**config.mk**
```make
export PLATFORM = sky130hd
export DESIGN_NAME = ccd_sequencer
export DESIGN_NICKNAME = d
export VERILOG_FILES = /design/src/rtl/ccd_sequencer.sv
export SDC_FILE = /design/constraint.sdc
export NUM_CORES = 1
export LEC_CHECK = 0
export ABC_AREA = 1
export CAP_MARGIN = 20
export CORE_ASPECT_RATIO = 1.75
export CORE_MARGIN = 2
export CORE_UTILIZATION = 54
export CTS_CLUSTER_DIAMETER = 80
export DETAILED_ROUTE_END_ITERATION = 16
export PLACE_DENSITY = 0.9
export SLEW_MARGIN = 20
export SYNTH_ARGS = -nofsm -noshare
export SYNTH_HDL_FRONTEND = slang
export SYNTH_SLANG_ARGS = --single-unit
```
**constraint.sdc**
```tcl
create_clock -name clk -period 2 [get_ports clk]
set_input_delay 0.4 -clock clk [delete_from_list [all_inputs] [get_ports clk]]
set_output_delay 0.4 -clock clk [all_outputs]
set_load 0.005 [all_outputs]
```
**src/rtl/ccd_sequencer.sv**
```systemverilog
// Frame sequencer for a CCD camera: flush passes, timed shutter exposure and a
// single readout pass, handshaking each pass with ccd_readout via toggle/busy.
module ccd_sequencer #(
  parameter int unsigned EXP_W   = 24,
  parameter int unsigned FLUSH_W = 4
) (
  input  logic               clk,
  input  logic               rst,
  input  logic               cmd_valid,
  output logic               cmd_ready,
  input  logic [FLUSH_W-1:0] cmd_flushes,
  input  logic [EXP_W-1:0]   cmd_exposure,
  input  logic               cmd_binning,
  input  logic               tick,
  input  logic               abort,
  output logic               ro_toggle,
  output logic [1:0]         ro_mode,
  input  logic               ro_busy,
  output logic               shutter,
  output logic               frame_done,
  output logic               aborted,
  output logic [2:0]         seq_state
);

  typedef enum logic [2:0] {
    IDLE        = 3'd0,
    FLUSH_START = 3'd1,
    FLUSH_WAIT  = 3'd2,
    EXPOSE      = 3'd3,
    READ_START  = 3'd4,
    READ_WAIT   = 3'd5,
    DONE        = 3'd6
  } state_t;

  state_t             state, state_nx;
  logic [FLUSH_W-1:0] flush_cnt, flush_cnt_nx;
  logic [EXP_W-1:0]   exp_cnt, exp_cnt_nx;
  logic               binning, binning_nx;
  logic               abort_pending, abort_pending_nx;
  logic               abort_evt;
  logic               accept;

  assign cmd_ready = (state == IDLE) && !ro_busy && !abort;
  assign accept    = cmd_valid && cmd_ready;
  assign seq_state = state;

  always_comb begin
    state_nx         = state;
    flush_cnt_nx     = flush_cnt;
    exp_cnt_nx       = exp_cnt;
    binning_nx       = binning;
    abort_pending_nx = abort_pending;
    abort_evt        = 1'b0;
    ro_toggle        = 1'b0;
    ro_mode          = 2'd0;
    frame_done       = 1'b0;
    unique case (state)
      IDLE: begin
        if (accept) begin
          flush_cnt_nx = cmd_flushes;
          exp_cnt_nx   = cmd_exposure;
          binning_nx   = cmd_binning;
          if (cmd_flushes != '0)       state_nx = FLUSH_START;
          else if (cmd_exposure != '0) state_nx = EXPOSE;
          else                         state_nx = READ_START;
        end
      end
      FLUSH_START: begin
        ro_toggle = 1'b1;
        ro_mode   = 2'd1;
        if (abort)   abort_pending_nx = 1'b1;
        if (ro_busy) state_nx = FLUSH_WAIT;
      end
      FLUSH_WAIT: begin
        ro_mode = 2'd1;
        if (abort) abort_pending_nx = 1'b1;
        if (!ro_busy) begin
          // An abort seen during the pass only takes effect once the pass ends
          if (abort_pending || abort) begin
            abort_evt        = 1'b1;
            abort_pending_nx = 1'b0;
            state_nx         = IDLE;
          end else begin
            if (flush_cnt != '0) flush_cnt_nx = flush_cnt - FLUSH_W'(1);
            if (flush_cnt > FLUSH_W'(1)) state_nx = FLUSH_START;
            else if (exp_cnt != '0)      state_nx = EXPOSE;
            else                         state_nx = READ_START;
          end
        end
      end
      EXPOSE: begin
        if (abort) begin
          abort_evt = 1'b1;
          state_nx  = IDLE;
        end else if (tick && exp_cnt != '0) begin
          exp_cnt_nx = exp_cnt - EXP_W'(1);
          if (exp_cnt == EXP_W'(1)) state_nx = READ_START;
        end
      end
      READ_START: begin
        ro_toggle = 1'b1;
        ro_mode   = {1'b1, binning};
        if (abort)   abort_pending_nx = 1'b1;
        if (ro_busy) state_nx = READ_WAIT;
      end
      READ_WAIT: begin
        ro_mode = {1'b1, binning};
        if (abort) abort_pending_nx = 1'b1;
        if (!ro_busy) begin
          if (abort_pending || abort) begin
            abort_evt        = 1'b1;
            abort_pending_nx = 1'b0;
            state_nx         = IDLE;
          end else begin
            state_nx = DONE;
          end
        end
      end
      DONE: begin
        frame_done = 1'b1;
        state_nx   = IDLE;
      end
      default: state_nx = IDLE;
    endcase
  end

  always_ff @(posedge clk) begin
    if (rst) begin
      state         <= IDLE;
      flush_cnt     <= '0;
      exp_cnt       <= '0;
      binning       <= 1'b0;
      abort_pending <= 1'b0;
      shutter       <= 1'b0;
      aborted       <= 1'b0;
    end else begin
      state         <= state_nx;
      flush_cnt     <= flush_cnt_nx;
      exp_cnt       <= exp_cnt_nx;
      binning       <= binning_nx;
      abort_pending <= abort_pending_nx;
      shutter       <= (state_nx == EXPOSE);
      aborted       <= abort_evt;
    end
  end

endmodule

```
## After elaboration in Yosys (flattened, before gate mapping)

Index checks and enable logic that the tools add are counted.

- Add/sub/neg operators: 2
- Order comparisons: 1
- Equal/unequal tests: 14
- Muxes and demuxes: 35
- Reduce and logical (&&, ||, !) cells: 22

Operators by type and width:

| kind | number |
|---|---|
| $mux 24 | 3 |
| $pmux 24 s2 | 1 |
| $reduce_bool 24->1 | 2 |
| $mux 3 | 14 |
| $eq 24x1->1 const B | 1 |
| $sub 24x1->24 const B | 1 |
| $pmux 3 s6 | 1 |
| $mux 4 | 4 |
| $ne 2x2->1 const B | 6 |
| $eq 3x2->1 const B | 3 |
| $eq 3x3->1 const B | 3 |
| $mux 1 | 8 |
| $pmux 4 s2 | 1 |
| $reduce_bool 4->1 | 2 |
| $reduce_or 2->1 | 4 |
| $reduce_bool 2->1 | 3 |
| $reduce_and 5->1 | 1 |
| $gt 4x1->1 const B | 1 |
| $logic_and 1x1->1 | 4 |
| $pmux 1 s2 | 2 |
| $pmux 2 s2 | 1 |
| $reduce_and 4->1 | 1 |
| $sub 4x1->4 const B | 1 |
| $eq 3x1->1 const B | 1 |
| 4 further kinds | 5 |

- Register bits: 35
- Bits of input ports: 35
- Output and inout port bits: 10
- Word-level logic and storage cells: 81

## Longest topological paths before layout

- Word-level depth: 7
- Depth in mapped cells: 12
- Mapped depth without buffers: 12

## Worst setup path after synthesis

No wires, ideal clock.

- Path type: register to register
- From: register exp_cnt[0]
- To: register exp_cnt[8]
- Library setup time: 0.116 ns
- Arrival: 1.418 ns
- Required time: 1.884 ns
- Slack: 0.467 ns
- Cell stages (with the launch flop): 12
- Path buffers: 1
- Period minus slack after synthesis: 1.533 ns
- Cell sequence: dfxtp_1 > inv_1 > ha_1 > nand2_1 > nor2_1 > nand3_2 > nand2_2 > a21oi_4 > inv_4 > buf_6 > nor2_1 > nor2_1

- Longest elaborated chain between the ends: 4
- Elaborated cells on any way between the ends: 8
- Classes of those cells: add/sub (1); eq/ne (1); mux (3); reduce/logical (3)

Ends and longest elaborated chain:

| element | RTL line | RTL |
|---|---|---|
| start: declaration | 37 | `logic [EXP_W-1:0] exp_cnt, exp_cnt_nx;` |
| start signal: assignment | 139 | `exp_cnt <= exp_cnt_nx;` |
| $sub 24x1->24 / $reduce_bool 24->1 (equally long branches) | 96, 95 |  |
| $mux 24 / $logic_and 1x1->1 (equally long branches) | 95 | `end else if (tick && exp_cnt != '0) begin` |
| $mux 24 / $ne 2x2->1 (equally long branches) | -- |  |
| $pmux 24 s2 / $reduce_and 4->1 (equally long branches) | -- |  |

Parallel ways exist; a longest one is shown, timed or not. The select of a mux whose other input is x is not followed.
A chain may end at the register's enable or synchronous reset.

## Worst setup path after layout

- From: register state[2], in the netlist seq_state[2]
- To: output frame_done

- Longest elaborated chain between the ends: 2

Ends and longest elaborated chain:

| element | RTL line | RTL |
|---|---|---|
| start: declaration | 35 | `state_t state, state_nx;` |
| start signal: assignment | 137 | `state <= state_nx;` |
| $eq 3x3->1 | 57 | `unique case (state)` |
| $mux 1 | 57 |  |
| end: declaration | 20 | `output logic frame_done,` |

Every way passes these cells.

==> reports/summary.log <==
INFO  power_and_ir_drop power=2.43mW
INFO  logic_synthesis synthArstFlopShare=0
INFO  route          route.detailed.wl_per_inst=13.8um
INFO  placed_design  place_worst_setup_slack=-0.0636ns
INFO  final_layout   layout-drive-gt1-share=0.114
INFO  route          vias=3185
INFO  die            placeableCoreArea=4890um^2
INFO  sta            finalCritPeriodShare=0.959
INFO  worst_setup_path timing.rr.start=exp_cnt[0]$_SDFFE_PP0P_
INFO  sta            rsz0062_at_grt=false
INFO  die            die_x=57.3um
INFO  sta            max_slew.worst_pin.slew=0.389ns
INFO  worst_setup_path cp_slowest_stage_delay=0.52ns
INFO  die            die_height=97.3um
INFO  worst_setup_path cell_by_cell_trace_of_the_critical_path=inv_4, nor3_1, clkdlybuf4s50_1
INFO  logic_synthesis synth_largest_type_area_fraction=0.261
INFO  cts            clock_insertion_delay_worst_skew=0.29ns
INFO  logic_synthesis syn_nets=494
INFO  logic_synthesis ys_seq_elements=35
INFO  worst_setup_path critical_path.startpoint_type=register
INFO  logic_synthesis synth_enable_flop_cells=0
INFO  die            fp.dieArea=5570um^2
INFO  logic_synthesis synth_area_per_cell=5.91um^2
INFO  placed_design  dp.final_hpwl=5.97mm
INFO  worst_setup_path critPathRequiredTime=1.60ns
INFO  sta            period_minus_slack=1.92ns
INFO  sta            finClkSkew=0.00548ns
INFO  final_layout   postLayoutCoreUtil=0.684
INFO  sta            final_critical_path_setup_slack=0.0813ns
INFO  logic_synthesis library_cell_with_the_highest_instance_count_after_synthesis=sky130_fd_sc_hd__nand2_1
INFO  sta            finalHoldViolations=0
INFO  route          detailed_route_drc_error_count=0
INFO  power_and_ir_drop vdd_drop_max=0.629mV
INFO  logic_synthesis syn_inst=454
INFO  cts            cts_tree=built
INFO  die            floorplan.initialDensity=0.549
INFO  worst_setup_path critPathCapture=frame_done
INFO  sta            clock.fmax=521MHz
INFO  sta            slew_headroom=0.738
INFO  cts            ctsHtreeMaxLevel=2
INFO  sta            finalSetupTns=0ns
INFO  route          route.final.wire_length=7.77mm
INFO  global_routing antenna_violations_before_repair=0
INFO  logic_synthesis synth_flop_cell=sky130_fd_sc_hd__dfxtp_1
INFO  route          drt.antenna.violating_nets=0
INFO  run_status     run_status=complete, no violations
INFO  logic_synthesis synth-warning-count=0
INFO  hold_path      holdCritPathClass=reg -> reg
INFO  cts            clockRootBuffer=sky130_fd_sc_hd__clkbuf_8
INFO  global_routing grt_max_degree=26
INFO  logic_synthesis top_cells_by_area_synth=sky130_fd_sc_hd__dfxtp_1, sky130_fd_sc_hd__nand2_1, sky130_fd_sc_hd__nor2_1
INFO  hold_path      hold-path-cell-count=2
INFO  cts            cts.reportedPaths.clkPinSlew=0.07ns
INFO  worst_setup_path crit_type=reg -> out
INFO  die            rows=34
INFO  worst_setup_path cp_max_fo=7
INFO  final_layout   layout.nets=548
INFO  global_routing grt_usage=0.288
INFO  final_layout   antenna-diode-count=0
INFO  sta            final_max_slew_viol_count=0
INFO  sta            endpoints_failing_setup=0
INFO  die            ios=45
INFO  logic_synthesis synthDistinctLibCells=39
INFO  route          viasPerCell=5.66
INFO  worst_setup_path startpoint=seq_state[2]$_SDFF_PP0_
INFO  placed_design  place.gp.congestion=0.953
INFO  power_and_ir_drop leakage=1.61nW
INFO  sta            finalHoldWorstSlack=0.491ns
INFO  route          drt-initial-drc-count=154
INFO  cts            cts-root-to-sink-buffers=2
INFO  logic_synthesis synth_top_area_cell=sky130_fd_sc_hd__dfxtp_1
INFO  cts            cts_inserted_buffers=5
INFO  worst_setup_path cpMaxStageDelayCell=sky130_fd_sc_hd__clkdlybuf4s50_1
INFO  global_routing grt_first_pass_wirelength=13.0mm
INFO  logic_synthesis mappedNetlistArea=2690um^2
INFO  worst_setup_path worst_setup_path_end_kind=output port
INFO  logic_synthesis synth_top_cells_by_count=sky130_fd_sc_hd__nand2_1, sky130_fd_sc_hd__nor2_1, sky130_fd_sc_hd__inv_1, sky130_fd_sc_hd__dfxtp_1, sky130_fd_sc_hd__o21ai_0
INFO  worst_setup_path crit-reg2reg-capture=exp_cnt[21]$_SDFFE_PP0P_
INFO  worst_setup_path worst_ep_arrival_time=1.52ns
INFO  job            maxCapViolCount=0
INFO  route          detailedRoute.firstPassIterationCount=4
INFO  final_layout   layout-area-overhead-vs-synth=24.6%
INFO  placed_design  port-buffer-count=44
INFO  worst_setup_path reg2reg_slack=0.24ns
INFO  logic_synthesis synth_seq_area_share=0.261
INFO  cts            cts.sinks=35
INFO  global_routing first_global_vias=3165
INFO  global_routing grt_overflow=0
INFO  worst_setup_path reg2regPathDepth=10
INFO  power_and_ir_drop p_per_area=728nW/um^2
==> worst min-delay path by stage <==
stage | end | startpoint
2_1_floorplan | exp_cnt[18]$_SDFFE_PP0P_ | exp_cnt[18]$_SDFFE_PP0P_
3_3_place_gp | exp_cnt[15]$_SDFFE_PP0P_ | exp_cnt[15]$_SDFFE_PP0P_
3_5_place_dp | exp_cnt[15]$_SDFFE_PP0P_ | exp_cnt[15]$_SDFFE_PP0P_
4_1_cts | exp_cnt[15]$_SDFFE_PP0P_ | exp_cnt[15]$_SDFFE_PP0P_
5_1_grt | exp_cnt[18]$_SDFFE_PP0P_ | exp_cnt[18]$_SDFFE_PP0P_
6_report | exp_cnt[15]$_SDFFE_PP0P_ | exp_cnt[15]$_SDFFE_PP0P_
==> flip-flops by register name, indices dropped and copies added, names as in the netlist <==
signal	count
shutter	1
abort_pending	1
seq_state	3
exp_cnt	24
flush_cnt	4
binning	1
aborted	1
==> worst max-delay path: cells and delay by family (launching register included) <==
family	cells	cell delay, ns
flip-flops	1	0.44
AND/OR/NAND/NOR	1	0.18
buffers and inverters	2	0.60
==> cell type report <==
| class | count | area (um^2) |
|---|---|---|
| timing repair buffer | 59 | 569 |
| sequential | 35 | 706 |
| inverter | 47 | 181 |
| clock buffer | 5 | 68.8 |
| multi-input combinational | 360 | 1740 |
| tap | 54 | 67.6 |
| clock inverter | 3 | 15.0 |
| fill | 428 | 1550 |
==> cells by family (layout without fill, tap and decap cells) <==
group,after synthesis,count (layout),share of synthesized area
AND/OR/NAND/NOR,275,275,0.427
AO/OA/AOI/OAI,71,71,0.159
buffers and inverters,59,114,0.0988
flip-flops,35,35,0.261
XOR/XNOR,6,6,0.0196
adder cells (fa/ha/maj),5,5,0.0233
multiplexers,3,3,0.0112
==> where the power goes <==
part | internal, mW | switching [mW]
logic | 0.403 | 0.640
registers | 0.780 | 0.0943
clock network | 0.239 | 0.278
total | 1.42 | 1.01
==> placed cells by master, fill, tap and decap left out, types with 3 or more instances in the layout <==
cell	instances
sky130_fd_sc_hd__buf_4	14
sky130_fd_sc_hd__clkbuf_8	5
sky130_fd_sc_hd__nand2_1	117
sky130_fd_sc_hd__o21ai_2	5
sky130_fd_sc_hd__o21ai_1	3
sky130_fd_sc_hd__inv_1	41
sky130_fd_sc_hd__a21oi_1	15
sky130_fd_sc_hd__nor2_1	99
sky130_fd_sc_hd__dfxtp_1	33
sky130_fd_sc_hd__a21oi_2	4
sky130_fd_sc_hd__nand2_2	4
sky130_fd_sc_hd__ha_1	5
sky130_fd_sc_hd__nor2_2	5
sky130_fd_sc_hd__a31oi_1	3
sky130_fd_sc_hd__mux2i_1	3
sky130_fd_sc_hd__nand3_1	28
sky130_fd_sc_hd__nor3_1	5
sky130_fd_sc_hd__nand3_2	4
sky130_fd_sc_hd__inv_2	4
sky130_fd_sc_hd__nand4_1	7
sky130_fd_sc_hd__o21ai_0	31
sky130_fd_sc_hd__clkinv_2	3
sky130_fd_sc_hd__xor2_1	5
sky130_fd_sc_hd__clkdlybuf4s50_1	41
==> routing by layer <==
layer | routed length [um] | track usage
met1 | 2770 | 0.280
met5 | 0 | 0
met4 | 437 | 0.206
met2 | 4140 | 0.519
met3 | 419 | 0.0519
==> stage by stage <==
stage                     instances  cell area (um^2)
after global placement          554              3230
after global routing            563              3340
after CTS                       563              3330
after detailed placement        554              3230
after floorplan                 454              2690
final                           563              3340
==> timing repair <==
item | in CTS | in global routing
gates resized for setup | 8 | 5
hold buffers | 0 | 0
pin swaps | 1 | 0
endpoints found under the setup margin | 3 | 3
buffers inserted | 1 | 0
(Power assumes the default switching activity.)
==> edit (same flow settings) <==
Change the parameter `FLUSH_W` from 4 to 6.
--- a/src/rtl/ccd_sequencer.sv
+++ b/src/rtl/ccd_sequencer.sv
@@ -4,3 +4,3 @@
   parameter int unsigned EXP_W   = 24,
-  parameter int unsigned FLUSH_W = 4
+  parameter int unsigned FLUSH_W = 6
 ) (
Ports: changed (resized cmd_flushes); port bits go from 45 to 47. The function was not compared with the original's and may differ.
==> edit against the original RTL <==
Synthesized area is 1.1% higher. Die area is 1.0% higher. Count of clock-buffer cells in the layout stayed put. Clock power is 52% higher. Setup slack worse by 16 ps. Critical endpoint is now ro_toggle. Worst hold slack better by 3.8 ps. Highest routed layer unchanged. Combinational power is 38% lower. Via count is 2.0% higher. Design area is 3.4% higher. Sequential cell count is 2 higher. Power is 8.0% lower. Largest power group is now sequential cells. Clock skew is 1.2 ps higher. Routed wire length is 1.6% higher.
==> edit: results (changes against the original RTL) <==
stage;metric;value;unit;change
status;status;complete, no violations;;unchanged
logic_synthesis;synth_fp_nets;507;;was 494
worst_setup_path;max_stage_delay;500;ps;was 520 ps
finish;fin_nets;562;;was 548
sta;slew_headroom;0.749;;was 0.738
worst_setup_path;rrSetupSlack;160;ps;was 240 ps
drt;wl;7890;um;was 7770 um
placement;dpl_cell_area;3280;um2;was 3230 um2
worst_setup_path;path_delay_family;buffers and inverters;;unchanged
logic_synthesis;avgSynthCellArea;5.85;um2;was 5.91 um2
clock_network;worstSkewPairLatency;300;ps;
worst_setup_path;r2r-start;exp_cnt[4];;was exp_cnt[0]
power_and_ir_drop;comb_cell_power;0.642;mW;was 1.04 mW
drt;post_drt_via_cell_ratio;5.66;;about the same
drt;drtPass1Iterations;5;;was 4
placement;gp_congestion;0.938;;was 0.953
global_route;grt_start_max_net_pins;29;;was 26
power_and_ir_drop;p_seq;0.810;mW;was 0.874 mW
worst_hold_path;hold_end;exp_cnt[15];;unchanged
finish;drive_gt1_frac;0.0827;;was 0.114
worst_hold_path;hp-start;exp_cnt[15];;unchanged
worst_hold_path;hold_depth;2;;unchanged
finish;top_register;exp_cnt;;unchanged
sta;skew;6.72;ps;was 5.48 ps
logic_synthesis;ys_warn_count;0;;unchanged
global_route;grt_pass1_vias;3131;;was 3165
worst_setup_path;crit_fanout;4;;was 7
power_and_ir_drop;p_sw_frac;0.315;;was 0.416
drt;initialDrtViolationCount;165;;was 154
clock_network;cts_max_level;2;;unchanged
power_and_ir_drop;leakage;1.58;nW;was 1.61 nW
logic_synthesis;synth_cell_types;39;;unchanged
logic_synthesis;synthTopCellsByArea;dfxtp_1 27%, nand2_1 18%, nor2_1 13%;;was dfxtp_1 26%, nand2_1 17%, nor2_1 14%
global_route;track_usage;0.287;;was 0.288
finish;diodes;0;;unchanged
global_route;grt_pass1_wl;13000;um;unchanged
worst_setup_path;timing.rr.end;exp_cnt[23];;was exp_cnt[21]
clock_network;cts_max_path_buffers;2;;unchanged
logic_synthesis;yosys-top-cells-count;130 x nand2_1, 93 x nor2_1, 42 x inv_1, 37 x dfxtp_1, 25 x a21oi_1;;was 119 x nand2_1, 102 x nor2_1, 42 x inv_1, 35 x dfxtp_1, 31 x o21ai_0
sta;hold_slack;494;ps;was 491 ps
clock_network;root_buffer;clkbuf_8;;unchanged
placement;pre_cts_ws;-104;ps;was -63.6 ps
worst_setup_path;worst_path_max_delay_cell;clkdlybuf4s50_1;;unchanged
worst_hold_path;min_path_type;register to register;;unchanged
power_and_ir_drop;internal_power;1.53;mW;was 1.42 mW
power_and_ir_drop;ir_drop;597;uV;was 629 uV
sta;final-hold-violation-count;0;;unchanged
logic_synthesis;yosysSeqAreaShare;0.273;;was 0.261
sta;final.min_clock_period;1930;ps;was 1920 ps
clock_network;numCtsBuffers;5;;unchanged
placement;dp_hpwl;5810;um;was 5970 um
drt;wl_per_cell;13.8;um;about the same
placement;port_buffers;46;;was 44
clock_network;clk_pin_slew_worst_paths;80;ps;
worst_setup_path;ff2ff_path_depth;11;;was 10
finish;fill_cells;432;;was 428
finish;largest_reg_flops;24;;unchanged
edit: worst max-delay path by stage:
stage	start	to	slack (ps)
after floorplan	ro_busy	exp_cnt[12]	410
final	seq_state[0]	ro_toggle	70
after detailed placement	ro_busy	flush_cnt[2]	-100
after global routing	seq_state[0]	ro_toggle	1
after CTS	ro_busy	cmd_ready	2
after global placement	ro_busy	cmd_ready	5
edit: layout make-up:
cell class              instances  area [um2]  area share
well taps                      54        67.6      0.0195
clock buffers                   5        68.8      0.0199
inverters                      46         175      0.0506
clock inverters                 3        65.1      0.0188
repair buffers                 62         591       0.171
flip-flops and latches         37         747       0.216
multi-input cells             367        1750       0.505
edit: cells by family (layout without fill, tap and decap cells):
logic type                 count (synthesis)  after routing  synth area share
adders and majority gates                  6              6            0.0277
xor gates and xnor gates                   9              9            0.0290
muxes                                      1              1           0.00369
AOI/OAI and AO/OA                         78             78             0.158
buffers and inverters                     60            116            0.0904
DFF                                       37             37             0.273
and+or+nand+nor                          273            273             0.418
edit: routing by layer:
| metal | wire length, um | share of wire | global-route usage |
|---|---|---|---|
| met3 | 367 | 0.046 | 0.0344 |
| met1 | 2910 | 0.37 | 0.289 |
| met2 | 4260 | 0.54 | 0.538 |
| met4 | 347 | 0.044 | 0.165 |
| met5 | 0 | 0 | 0 |
edit: worst reg2reg max path, cell delays in order (launching register included):
cell and delay (ps):
dfxtp_1 350, nor2_1 210, nand2_1 170, nor2_1 170, nand3_2 150, nand2_1 120, nand2_1 70, nand2_2 90
buf_6 190, nor2_1 60, nand2_1 70, a21oi_1 60
edit: what timing repair did:
action / CTS / global route
buffers inserted: 1 / 1
gates resized for setup: 10 / 5
hold buffers: 0 / 0
endpoints found under the setup margin: 5 / 12
pin swaps: 1 / 1
endpoints found under the hold margin: 0 / 0
